==> src/rtl/div_unit.sv <==
// div_unit: iterative restoring divider for RV32M DIV/DIVU/REM/REMU.
// Accepts a start in IDLE, runs one quotient bit per cycle in BUSY, and
// pulses div_done for one cycle in DONE to release the divide stall.
module div_unit #(
    parameter int unsigned XLEN = 32
) (
    input  logic            clk,
    input  logic            rst,
    input  logic            is_div,
    input  logic [1:0]      div_op,
    input  logic [XLEN-1:0] rs1_val,
    input  logic [XLEN-1:0] rs2_val,
    output logic            div_busy,
    output logic            div_done,
    output logic [XLEN-1:0] div_result
);

    localparam int unsigned     CNT_W    = (XLEN > 1) ? $clog2(XLEN) : 1;
    localparam logic [XLEN-1:0] INT_MIN  = {1'b1, {(XLEN-1){1'b0}}};
    localparam logic [XLEN-1:0] ALL_ONES = {XLEN{1'b1}};
    localparam logic [CNT_W-1:0] LAST_CNT = CNT_W'(XLEN - 1);

    typedef enum logic [1:0] {
        IDLE = 2'd0,
        BUSY = 2'd1,
        DONE = 2'd2
    } state_t;

    state_t           state_q, state_d;
    logic [CNT_W-1:0] cnt_q, cnt_d;
    logic [XLEN-1:0]  rem_q, rem_d;
    logic [XLEN-1:0]  quo_q, quo_d;
    logic [XLEN-1:0]  dvs_q, dvs_d;
    logic [XLEN-1:0]  result_q, result_d;
    logic             sel_rem_q, sel_rem_d;
    logic             neg_q, neg_d;
    logic             busy_q, done_q;

    logic             is_signed;
    logic             a_neg, b_neg;
    logic             sgn_ovf;
    logic [XLEN-1:0]  a_mag, b_mag;
    logic [XLEN:0]    shifted, diff;
    logic [XLEN-1:0]  rem_step, quo_step;

    // Operand decode: signs, magnitudes and the signed-overflow case
    always_comb begin
        is_signed = ~div_op[0];
        a_neg     = is_signed & rs1_val[XLEN-1];
        b_neg     = is_signed & rs2_val[XLEN-1];
        a_mag     = a_neg ? (-rs1_val) : rs1_val;
        b_mag     = b_neg ? (-rs2_val) : rs2_val;
        sgn_ovf   = is_signed && (rs1_val == INT_MIN) && (rs2_val == ALL_ONES);
    end

    // One restoring step: shift {rem, quotient msb} left and trial-subtract
    always_comb begin
        shifted = {rem_q, quo_q[XLEN-1]};
        diff    = shifted - {1'b0, dvs_q};
        if (!diff[XLEN]) begin
            rem_step = diff[XLEN-1:0];
            quo_step = {quo_q[XLEN-2:0], 1'b1};
        end else begin
            rem_step = shifted[XLEN-1:0];
            quo_step = {quo_q[XLEN-2:0], 1'b0};
        end
    end

    // Next-state and datapath updates
    always_comb begin
        state_d   = state_q;
        cnt_d     = cnt_q;
        rem_d     = rem_q;
        quo_d     = quo_q;
        dvs_d     = dvs_q;
        sel_rem_d = sel_rem_q;
        neg_d     = neg_q;
        result_d  = result_q;

        case (state_q)
            IDLE: begin
                if (is_div) begin
                    sel_rem_d = div_op[1];
                    // REM follows the dividend sign, DIV the xor of both signs
                    neg_d     = div_op[1] ? a_neg : (a_neg ^ b_neg);
                    dvs_d     = b_mag;
                    quo_d     = a_mag;
                    rem_d     = '0;
                    cnt_d     = '0;
                    if (rs2_val == '0) begin
                        result_d = div_op[1] ? rs1_val : ALL_ONES;
                        state_d  = DONE;
                    end else if (sgn_ovf) begin
                        result_d = div_op[1] ? '0 : INT_MIN;
                        state_d  = DONE;
                    end else begin
                        state_d  = BUSY;
                    end
                end
            end
            BUSY: begin
                rem_d = rem_step;
                quo_d = quo_step;
                cnt_d = cnt_q + CNT_W'(1);
                if (cnt_q == LAST_CNT) begin
                    cnt_d   = '0;
                    state_d = DONE;
                    if (sel_rem_q) begin
                        result_d = neg_q ? (-rem_step) : rem_step;
                    end else begin
                        result_d = neg_q ? (-quo_step) : quo_step;
                    end
                end
            end
            DONE: begin
                // is_div is still high here; ignoring it avoids a restart
                state_d = IDLE;
            end
            default: begin
                state_d = IDLE;
            end
        endcase
    end

    // State, datapath and registered outputs
    always_ff @(posedge clk) begin
        if (rst) begin
            state_q   <= IDLE;
            cnt_q     <= '0;
            rem_q     <= '0;
            quo_q     <= '0;
            dvs_q     <= '0;
            sel_rem_q <= 1'b0;
            neg_q     <= 1'b0;
            result_q  <= '0;
            busy_q    <= 1'b0;
            done_q    <= 1'b0;
        end else begin
            state_q   <= state_d;
            cnt_q     <= cnt_d;
            rem_q     <= rem_d;
            quo_q     <= quo_d;
            dvs_q     <= dvs_d;
            sel_rem_q <= sel_rem_d;
            neg_q     <= neg_d;
            result_q  <= result_d;
            busy_q    <= (state_d == BUSY);
            done_q    <= (state_d == DONE);
        end
    end

    assign div_busy   = busy_q;
    assign div_done   = done_q;
    assign div_result = result_q;

endmodule

==> config.mk <==
export PLATFORM = sky130hd
export DESIGN_NAME = div_unit
export DESIGN_NICKNAME = d
export VERILOG_FILES = /design/src/rtl/div_unit.sv
export SDC_FILE = /design/constraint.sdc
export NUM_CORES = 1
export LEC_CHECK = 0
export ABC_AREA = 0
export CAP_MARGIN = 20
export CORE_ASPECT_RATIO = 1.2
export CORE_MARGIN = 8
export CORE_UTILIZATION = 48
export CTS_CLUSTER_DIAMETER = 50
export CTS_CLUSTER_SIZE = 8
export DETAILED_ROUTE_END_ITERATION = 8
export PLACE_DENSITY = 0.68
export SYNTH_ARGS = -nofsm -noshare
export SYNTH_HDL_FRONTEND = slang
export SYNTH_SLANG_ARGS = --single-unit
==> constraint.sdc <==
create_clock -name clk -period 7.4 [get_ports clk]
set_clock_uncertainty 0.1 [all_clocks]
set_input_delay 1.48 -clock clk [delete_from_list [all_inputs] [get_ports clk]]
set_output_delay 1.48 -clock clk [all_outputs]
set_load 0.005 [all_outputs]
==> results by group <==
Outcome
  • Status: completed

Timing
  • Final period util: 79.6%
  • Final setup fails: 0
  • Fin. Hold Viols: 0
  • WHS: 0.355 ns
  • FMAX: 170 MHz
  • Setup repair after global routing missed its margin: no
  • Setup TNS Final: 0 ns
  • Slew headroom: 34.3%
  • Fin. max-slew vios: 0
  • Slew at the pin with the worst max-slew slack: 0.983 ns
  • Min Tclk post-route: 5.89 ns

Logic synthesis
  • Multiplexer share of the synthesized area: 3.35%
  • Post-synth top area share: 24.0%
  • Synthesis-stage register bit count: 139
  • Sequential fraction of the synthesis area: 24.0%
  • Simple-Gate Fraction of Synth Area: 24.5%
  • Cell taking the most area after synthesis: dfxtp_1
  • Fraction of registers with async set/reset: 0%
  • Ys flop type: dfxtp_1
  • XOR/XNOR Fraction of Synth Area: 7.71%
  • Syn Inst Count: 1599
  • Synth area leaders: dfxtp_1 24%, nor2_1 6.2%, a21oi_1 5.9%, nand2_1 4.9%, xnor2_1 4.3%
  • Largest family of logic cells by synthesized area: compound AO/OA/AOI/OAI gates
  • Mapped Area: 0.0116 sq mm
  • EDFF count, synth: 0
  • Post-Synth Adder-Cell Area: 4.38%
  • Mapped Nets: 1708
  • Synth Area per Inst: 7.25 sq um
  • Compound-gate portion of the synthesized area: 30.6%
  • Synth cell types: 90
  • Syn. warnings: 0

Power and ir drop
  • Peak supply drop: 0.572 mV
  • Leakage power: 4.68 nW
  • Sequential Power Share: 12.6%
  • Design internal power: 3.53 mW
  • P per Cell Area: 593 mW/mm^2
  • Sw Ratio: 55.4%
  • Gate power share: 76.1%
  • Fraction of power consumed by the clock network: 11.3%
  • Net Sw Power: 4.39 mW

Floorplanning
  • Die width: 158 um
  • Die Y: 186 um
  • Initial Utilization: 48.6%
  • Core area: 0.0238 sq mm
  • Ports: 103
  • Die ar.: 0.0294 sq mm
  • Row Count: 62

Global routing
  • GRT Total Usage: 27.5%
  • Largest net degree at the start of global routing: 75
  • Global-route wire length before repair: 63900 um
  • Initial antenna violation count: 0
  • Global route total overflow: 0
  • Vias in the first global route: 11727

Clock network
  • PostCTS Resize Cnt: 0
  • CTS clk-pin slew, worst paths: 0.07 ns
  • H-tree depth reported by CTS: 4
  • Total CTS buffers: 17
  • Postcts setup bufs: 0
  • Clock Tree Buf Depth: 2
  • Clk root buf: clkbuf_16
  • Clock Latency Late Sink: 0.43 ns
  • Cts hold-fix bufs: 0
  • TritonCTS clock tree: done
  • CTS Sinks: 139

Placement
  • Post-DP HPWL: 30700 um
  • RD Place Congestion: 0.924
  • Port bufs: 102

Setup path
  • Critical Path End Type: flop
  • Critical Path Source: quo_q[31]
  • R2R setup slack: 1.51 ns
  • CP arrival: 6.11 ns
  • Worst flop-to-flop path startpoint: quo_q[31]
  • Crit path max-delay family: compound AO/OA/AOI/OAI gates
  • Slowest-stage cell, CP: o21a_1
  • Worst Path Buf+Inv: 3
  • Crit Path Max Fanout: 28
  • Critical path class: flop to flop
  • CP startpoint kind: flop
  • Slowest stage delay, CP: 0.52 ns
  • Crit path required time: 7.62 ns
  • Crit-path cells: inv_1 -> ha_1 -> inv_1 -> fa_1 -> a211oi_1 -> o211ai_1 -> nand4_2 -> a211oi_2 -> o21a_1 -> nor2_8 -> inv_2 -> ha_1 -> nand4b_1 -> or2_2 -> or4_1 -> nor2_1 -> a211oi_1 -> a311oi_1 -> a31oi_1 -> a2111oi_0 -> nor2_1

Min path
  • HP Start: dvs_q[30]
  • Worst min path class: flop to flop

Layout
  • Nets@finish: 1744
  • FF/Latch Area: 0.00279 sq mm
  • Layout area overhead: 15.3%
  • Footprint of the multi-input gates: 0.00819 sq mm
  • Final Util: 56.1%
  • Proportion of layout cells with a drive suffix above 1: 6.25%
  • Fillers: 2385
  • Diode count: 0

Routing
  • Via count: 12540
  • Via density: 6.38
  • Final wirelength: 41100 um
  • 1st-pass router iterations: 5
  • DRC errors left: 0
  • DR WL/cell: 20.9 um
  • Antenna viol nets, final: 0
  • Iter 0 DRT Violations: 1046

Flow run
  • Max_cap viols: 0
final cells by class:
| class | instances | area share [%] |
|---|---|---|
| timing repair buffer | 120 | 8.64 |
| multi-input combinational | 1296 | 61.3 |
| tap | 320 | 3.00 |
| inverter | 61 | 1.71 |
| clock inverter | 13 | 1.17 |
| sequential | 139 | 20.9 |
| clock buffer | 18 | 3.29 |
registers in the layout, summed over array words and instances (netlist names):
signal / count
quo_q: 32
cnt_q: 5
div_result: 32
sel_rem_q: 1
state_q: 2
div_busy: 1
dvs_q: 32
neg_q: 1
div_done: 1
rem_q: 32
synth_stat cells (all sizes together) (8+ instances only):
cell,instances
a22oi,35
nand3,40
or2,9
or4,10
o41ai,8
xor2,45
inv,60
a31oi,41
a21o,11
nor4,20
o211ai,18
a21oi,139
o21ai,99
o21a,9
nor2,191
nand2b,12
clkbuf,81
nand4,23
nor2b,10
buf,22
ha,39
mux2i,23
xnor2,57
a311oi,23
dfxtp,139
nor3,54
a211oi,54
or3,30
o31ai,20
nand2,151
mux2,10
and2,13
metrics by stage:
stage / total power [mW] / setup WS, ns / cell area [sq um] / instances
finish: 7.92 / 1.51 / 13400 / 1967
global route: 8.45 / 1.15 / 13400 / 1967
CTS: 7.85 / 1.59 / 13400 / 1967
detailed placement: 6.93 / 1.63 / 12800 / 1936
global placement: 6.92 / 1.77 / 12800 / 1936
floorplan: 5.41 / 2.50 / 11600 / 1599
per-layer routing:
| layer | wire length (um) | share of wire [%] | vias up | track usage [%] |
|---|---|---|---|---|
| met5 | 0 | 0 | - | 0 |
| met4 | 1800 | 4.4 | 0 | 12.9 |
| met3 | 2520 | 6.1 | 109 | 3.63 |
| met2 | 19700 | 48 | 476 | 46.2 |
| met1 | 17100 | 42 | 5946 | 34.4 |
| li1 | - | - | 6009 | - |
power by group through the flow:
stage          Combinational [mW]  Sequential, mW  Clock, mW
3_3_place_gp                 5.92            1.00          0
3_5_place_dp                 5.92            1.01          0
2_1_floorplan                4.47           0.948          0
6_report                     6.02           0.998      0.896
4_1_cts                      5.95           0.992      0.903
5_1_grt                      6.51            1.01      0.937
path summary, 6_finish.rpt:
path | end | cells past startpoint
worst max register to register | div_result[26] | 21
worst min-delay path | dvs_q[30] | 2
worst min register to register | dvs_q[30] | 2
worst max-delay path | div_result[26] | 21
worst register-to-register path, delay by kind of cell, from the launching register on:
kind | cells | cell delay, ns
AO/OA/AOI/OAI | 8 | 2.26
flip-flops | 1 | 0.41
buffers and inverters | 3 | 0.53
adder cells (fa/ha/maj) | 3 | 0.78
AND/OR/NAND/NOR | 7 | 1.71
layout by cell type, fill, tap and decap left out, types with 10 or more instances in the layout:
cell type and instances:
mux2i_1 23, nor2_1 189, dfxtp_1 137, xnor2_1 57, nand2b_1 10, a21oi_1 136
o31ai_1 20, a211oi_1 51, or3_1 30, a21o_1 11, clkdlybuf4s50_1 101, nand3_1 40
clkbuf_16 17, nor4_1 17, and2_1 12, buf_4 19, a311oi_1 22, o211ai_1 18
nor3_1 53, xor2_1 45, nand2_1 150, a22oi_1 34, a31oi_1 41, ha_1 39
o21ai_0 91, inv_1 59, nand4_1 21, mux2_2 10
kinds of logic after synthesis:
kind of cell,Yosys count
compound gates,531
xor+xnor,102
fa+ha+maj,40
buf+inv,164
flops,139
mux,35
simple gates,588
Note: power is estimated with default switching activity, not from simulation.
==> patch 1: new RTL, same settings <==
Encoding of `state_t`: now one-hot (3 bits for 3 states).
--- a/src/rtl/div_unit.sv
+++ b/src/rtl/div_unit.sv
@@ -22,6 +22,6 @@
 
-    typedef enum logic [1:0] {
-        IDLE = 2'd0,
-        BUSY = 2'd1,
-        DONE = 2'd2
+    typedef enum logic [2:0] {
+        IDLE = 3'b001,
+        BUSY = 3'b010,
+        DONE = 3'b100
     } state_t;
Formal check against the unedited RTL: no difference found for any inputs over 4 cycles, from zero or initial values and one cycle with rst high; so few cycles prove little.
==> patch 1 against the original RTL <==
Sequential cell count grew 1; count of clock-buffer cells in the layout stayed put; fmax is 2.0% lower; setup slack worse by 0.12 ns; area after synthesis grew 1.2%; routed wire length down 2.2%; cell area rose by 1.2%; cell count shrank 0.31%.
Power is left out: it rests on default switching activity, and per cell area and clock period it moved more than threefold.
==> patch 1: results (changes against the original RTL) <==
[outcome]
status=finished clean  ; unchanged

[grt]
track_usage_pct=27.17  ; was 27.48%
grt_max_degree=92  ; was 75
antenna_found_initial=0  ; unchanged
grt_pass1_vias=11790  ; was 11730
grt_first_pass_wirelength_um=64610  ; was 63940 um

[placement]
gp_congestion=0.9312  ; was 0.9242
pre_cts_ws_ns=0.7264  ; was 1.630 ns
place.detailed.hpwl_um=30000  ; was 30730 um
place_area_mm2=0.01282  ; was 0.01276 mm2
dp_cells=1927  ; was 1936

[yosys]
synth_ff_type=dfxtp_1  ; unchanged
synth_area_leaders=dfxtp_1 24%, nor2_1 6.4%, a21oi_1 5.5%  ; was dfxtp_1 24%, nor2_1 6.2%, a21oi_1 5.9%
synthTopCellsByCount=201 x nor2_1, 140 x dfxtp_1, 139 x nand2_1  ; was 190 x nor2_1, 150 x nand2_1, 139 x dfxtp_1
ys_seq_area_share_pct=23.90  ; was 24.02%
yosysWarnings=0  ; unchanged
ys_types=101  ; was 90
syn_area_per_cell_um2=7.335  ; was 7.245 um2

[drt]
dr_wl_met2_um=18850  ; was 19700 um
num_vias=12290  ; was 12540
drtIter0Drc=1177  ; was 1046
dr.pass1.iters=5  ; unchanged
wl_met3_um=2329  ; was 2515 um
wl_met1_um=17310  ; was 17060 um
wl_um=40190  ; was 41080 um

[clocking]
cts_max_level=4  ; unchanged
clockBufferDepth=2  ; unchanged
ctsRootBufferMaster=clkbuf_16  ; unchanged
cts_setup_buffers=0  ; unchanged
ctsResizeCount=0  ; unchanged
path_clk_slew_ns=0.06
clock_latency_ns=0.43  ; about the same

[worst_setup_path]
cp.arrival_ns=6.26  ; was 6.11 ns
critical_path.max_stage_delay_ns=0.52  ; about the same
cp_max_fo=43  ; was 28
r2r_setup_slack_ns=1.39  ; was 1.51 ns
slowest_stage=or4b_1  ; was o21a_1
path_delay_family=compound AO/OA/AOI/OAI gates  ; unchanged

[layout]
drive_gt1_share_pct=6.947  ; was 6.254%
fin_nets=1737  ; was 1744
final_cells=1961  ; was 1967

[sta]
whs_ns=0.3572  ; was 0.3547 ns
worst_pin_slew_ns=1.024  ; was 0.9835 ns
fin_crit_ns=6.014  ; was 5.892 ns

[min_path]
hold_path.class=reg2reg  ; unchanged

-- patch 1: changes by cell type after synthesis, sizes merged, moves of 7 or more --
cell	change
a22oi	+21
a31oi	-22
buf	+14
nor2	+13
o21ai	+21
a21o	+7
nand2	-10
a211oi	-14
mux2	+7
clkbuf	-8
a21oi	-7
nand3	-12
-- patch 1: final timing paths --
check,cells past startpoint,start,endpoint
setup / recovery,23,quo_q[31]$_SDFFE_PP0P_,div_result[28]$_SDFFE_PP0P_
setup reg to reg,23,quo_q[31]$_SDFFE_PP0P_,div_result[28]$_SDFFE_PP0P_
hold reg to reg,2,dvs_q[30]$_SDFFE_PP0P_,dvs_q[30]$_SDFFE_PP0P_
hold / removal,2,dvs_q[30]$_SDFFE_PP0P_,dvs_q[30]$_SDFFE_PP0P_
-- patch 1: area by class of cell --
| cell class | count | area (um2) |
|---|---|---|
| fill | 2303 | 10470 |
| multi-input combinational | 1293 | 8273 |
| sequential | 140 | 2804 |
| timing repair buffer | 119 | 1166 |
| clock buffer | 18 | 429.2 |
| tap | 320 | 400.4 |
| clock inverter | 14 | 219.0 |
| inverter | 57 | 214.0 |
-- patch 1: logic make-up (layout without fill, tap and decap cells) --
family	after synthesis	in the layout	share of synthesized area, %
and+or+nand+nor	581	581	23.90
muxes	40	40	3.915
buffers and inverters	166	208	5.857
adders and majority gates	40	40	4.331
AOI/OAI and AO/OA	530	530	30.49
DFF	140	140	23.90
xor gates and xnor gates	102	102	7.617
-- patch 1: metal layers --
layer / up-vias / GRT usage (%)
li1: 5969 / -
met1: 5827 / 34.85
met2: 415 / 43.24
met3: 78 / 4.646
met4: 0 / 12.65
met5: - / 0
==> patch 2: new RTL, same settings <==
Made on the original files. The parameter `XLEN` goes from 32 to 16.
--- a/src/rtl/div_unit.sv
+++ b/src/rtl/div_unit.sv
@@ -4,3 +4,3 @@
 module div_unit #(
-    parameter int unsigned XLEN = 32
+    parameter int unsigned XLEN = 16
 ) (
Interface: changed (resized div_result, rs1_val and rs2_val); port bits go from 103 to 55. No check against the original RTL was run, so the function may have changed too.
==> patch 2 against the original RTL <==
Area after synthesis shrank 50%; die area shrank 46%; total power shrank 77%; sequential cell count shrank 65; sequential share of layout area grew 1.2 points; cell count shrank 51%; via count shrank 53%; setup slack gained 1.4 ns; sequential power shrank 54%; routed wire length shrank 57%; critical path type unchanged; first-iteration DRC count shrank 44%; global-route usage shrank 4.9 points; cell area shrank 50%.
==> patch 2: results (changes against the original RTL) <==
[outcome]
status=finished clean  ; unchanged

[drt]
wl_um=17470  ; was 41080 um
drtIter0Drc=584  ; was 1046
dr.pass1.iters=7  ; was 5

[layout]
diodes=0  ; unchanged
seq_share_pct=22.09  ; was 20.86%
inverters=33  ; was 61
signal_buffers=63  ; was 120
final_cells=956  ; was 1967
multiInputCombCellCount=609  ; was 1296
drive_gt1_share_pct=7.170  ; was 6.254%
buffer_area_share_pct=8.993  ; was 8.640%
fill_cells=1152  ; was 2385
nClkBuffers=11  ; was 18
areaGrowthSynthToFinish_pct=16.22  ; was 15.25%
clockNetworkAreaShare_pct=5.261  ; was 4.461%
fin_nets=850  ; was 1744

[power]
p_leak_nw=2.523  ; was 4.677 nW
p_clk_w=0.000517  ; was 0.000896 W
peakVddDrop_v=0.0001763  ; was 0.0005719 V
p_comb_w=0.000863  ; was 0.00602 W
comb_power_share_pct=46.9  ; was 76.1%
swShare_pct=40.37  ; was 55.39%

[placement]
place_area_mm2=0.006354  ; was 0.01276 mm2
dp_cells=940  ; was 1936
place.detailed.hpwl_um=12930  ; was 30730 um
io_buffers=54  ; was 102

[worst_setup_path]
reg2reg_depth=20  ; was 21
worst_r2r_endpoint=div_result[12]$_SDFFE_PP0P_  ; was div_result[26]$_SDFFE_PP0P_
critical_path.max_stage_delay_ns=0.42  ; was 0.52 ns
cp.arrival_ns=4.63  ; was 6.11 ns
critical_path.startpoint=quo_q[15]$_SDFFE_PP0P_  ; was quo_q[31]$_SDFFE_PP0P_
cp_max_fo=20  ; was 28
slowest_stage=dfxtp_1  ; was o21a_1

[floorplanning]
die_x_um=116.1  ; was 157.8 um

[grt]
grt_first_pass_wirelength_um=28500  ; was 63940 um
grt_max_degree=78  ; was 75
track_usage_pct=22.56  ; was 27.48%
grt_pass1_vias=5520  ; was 11730

[yosys]
synth_area_leaders=dfxtp_1 26%, a21oi_1 6.3%, nor2_1 6.0%  ; was dfxtp_1 24%, nor2_1 6.2%, a21oi_1 5.9%
ys_seq_area_share_pct=25.67  ; was 24.02%
synth_cells=761  ; was 1599
synthTopCellsByCount=92 x nor2_1, 74 x dfxtp_1, 73 x a21oi_1  ; was 190 x nor2_1, 150 x nand2_1, 139 x dfxtp_1
synth_fp_nets=821  ; was 1708
ys_types=74  ; was 90

[sta]
worst_pin_slew_ns=1.022  ; was 0.9835 ns
whs_ns=0.3592  ; was 0.3547 ns

[min_path]
hold_start=dvs_q[15]$_SDFFE_PP0P_  ; was dvs_q[30]$_SDFFE_PP0P_
min_to=dvs_q[15]$_SDFFE_PP0P_  ; was dvs_q[30]$_SDFFE_PP0P_

[clocking]
numCtsBuffers=9  ; was 17
clock-sinks=74  ; was 139

[patch 2: cell types whose count changed in the layout (fill, tap and decap cells not counted), sizes merged, moves of 31 or more]
cell	before	now
inv	67	32
a211oi	54	21
clkdlybuf4s50	101	53
nor3	54	23
nand2	151	62
a21oi	139	76
nor2	191	93
dfxtp	139	74
o21ai	99	36
[patch 2: how the worst max path moves through the flow]
stage	cells past startpoint	slack (ns)	to
final	20	2.93	div_result[12]$_SDFFE_PP0P_
after global routing	20	2.57	div_result[12]$_SDFFE_PP0P_
after CTS	20	2.97	div_result[12]$_SDFFE_PP0P_
after detailed placement	11	2.89	div_result[5]$_SDFFE_PP0P_
after global placement	10	2.95	div_result[14]$_SDFFE_PP0P_
after floorplan	22	3.35	div_result[12]$_SDFFE_PP0P_
[patch 2: worst register-to-register path, stage by stage, from the launching register on]
cell	delay (ns)
dfxtp_1	0.42
inv_1	0.08
ha_1	0.20
inv_1	0.07
fa_1	0.23
nand3_1	0.14
a21o_1	0.19
a21oi_1	0.35
o21a_1	0.40
nor2_8	0.15
inv_6	0.18
ha_1	0.21
inv_1	0.06
or3_1	0.36
nor3_1	0.22
nand2b_1	0.18
o31ai_1	0.31
xnor2_1	0.15
nor2_1	0.05
a211o_1	0.27
o21ai_1	0.07
[patch 2: cells by family (layout without fill, tap and decap cells)]
group           count (synthesis)  count (layout)  share of synthesized area [%]
mux                            16              16                          3.079
xor+xnor                       58              58                          8.803
compound gates                239             239                          28.10
buf+inv                        78             112                          6.114
fa+ha+maj                      23              23                          5.117
simple gates                  273             273                          23.11
flops                          74              74                          25.67
[patch 2: routing by layer]
layer | track usage (%) | part of all wire (%)
met1 | 29.32 | 44
met2 | 36.07 | 47
met3 | 4.089 | 5.5
met4 | 8.736 | 2.9
met5 | 0 | 0
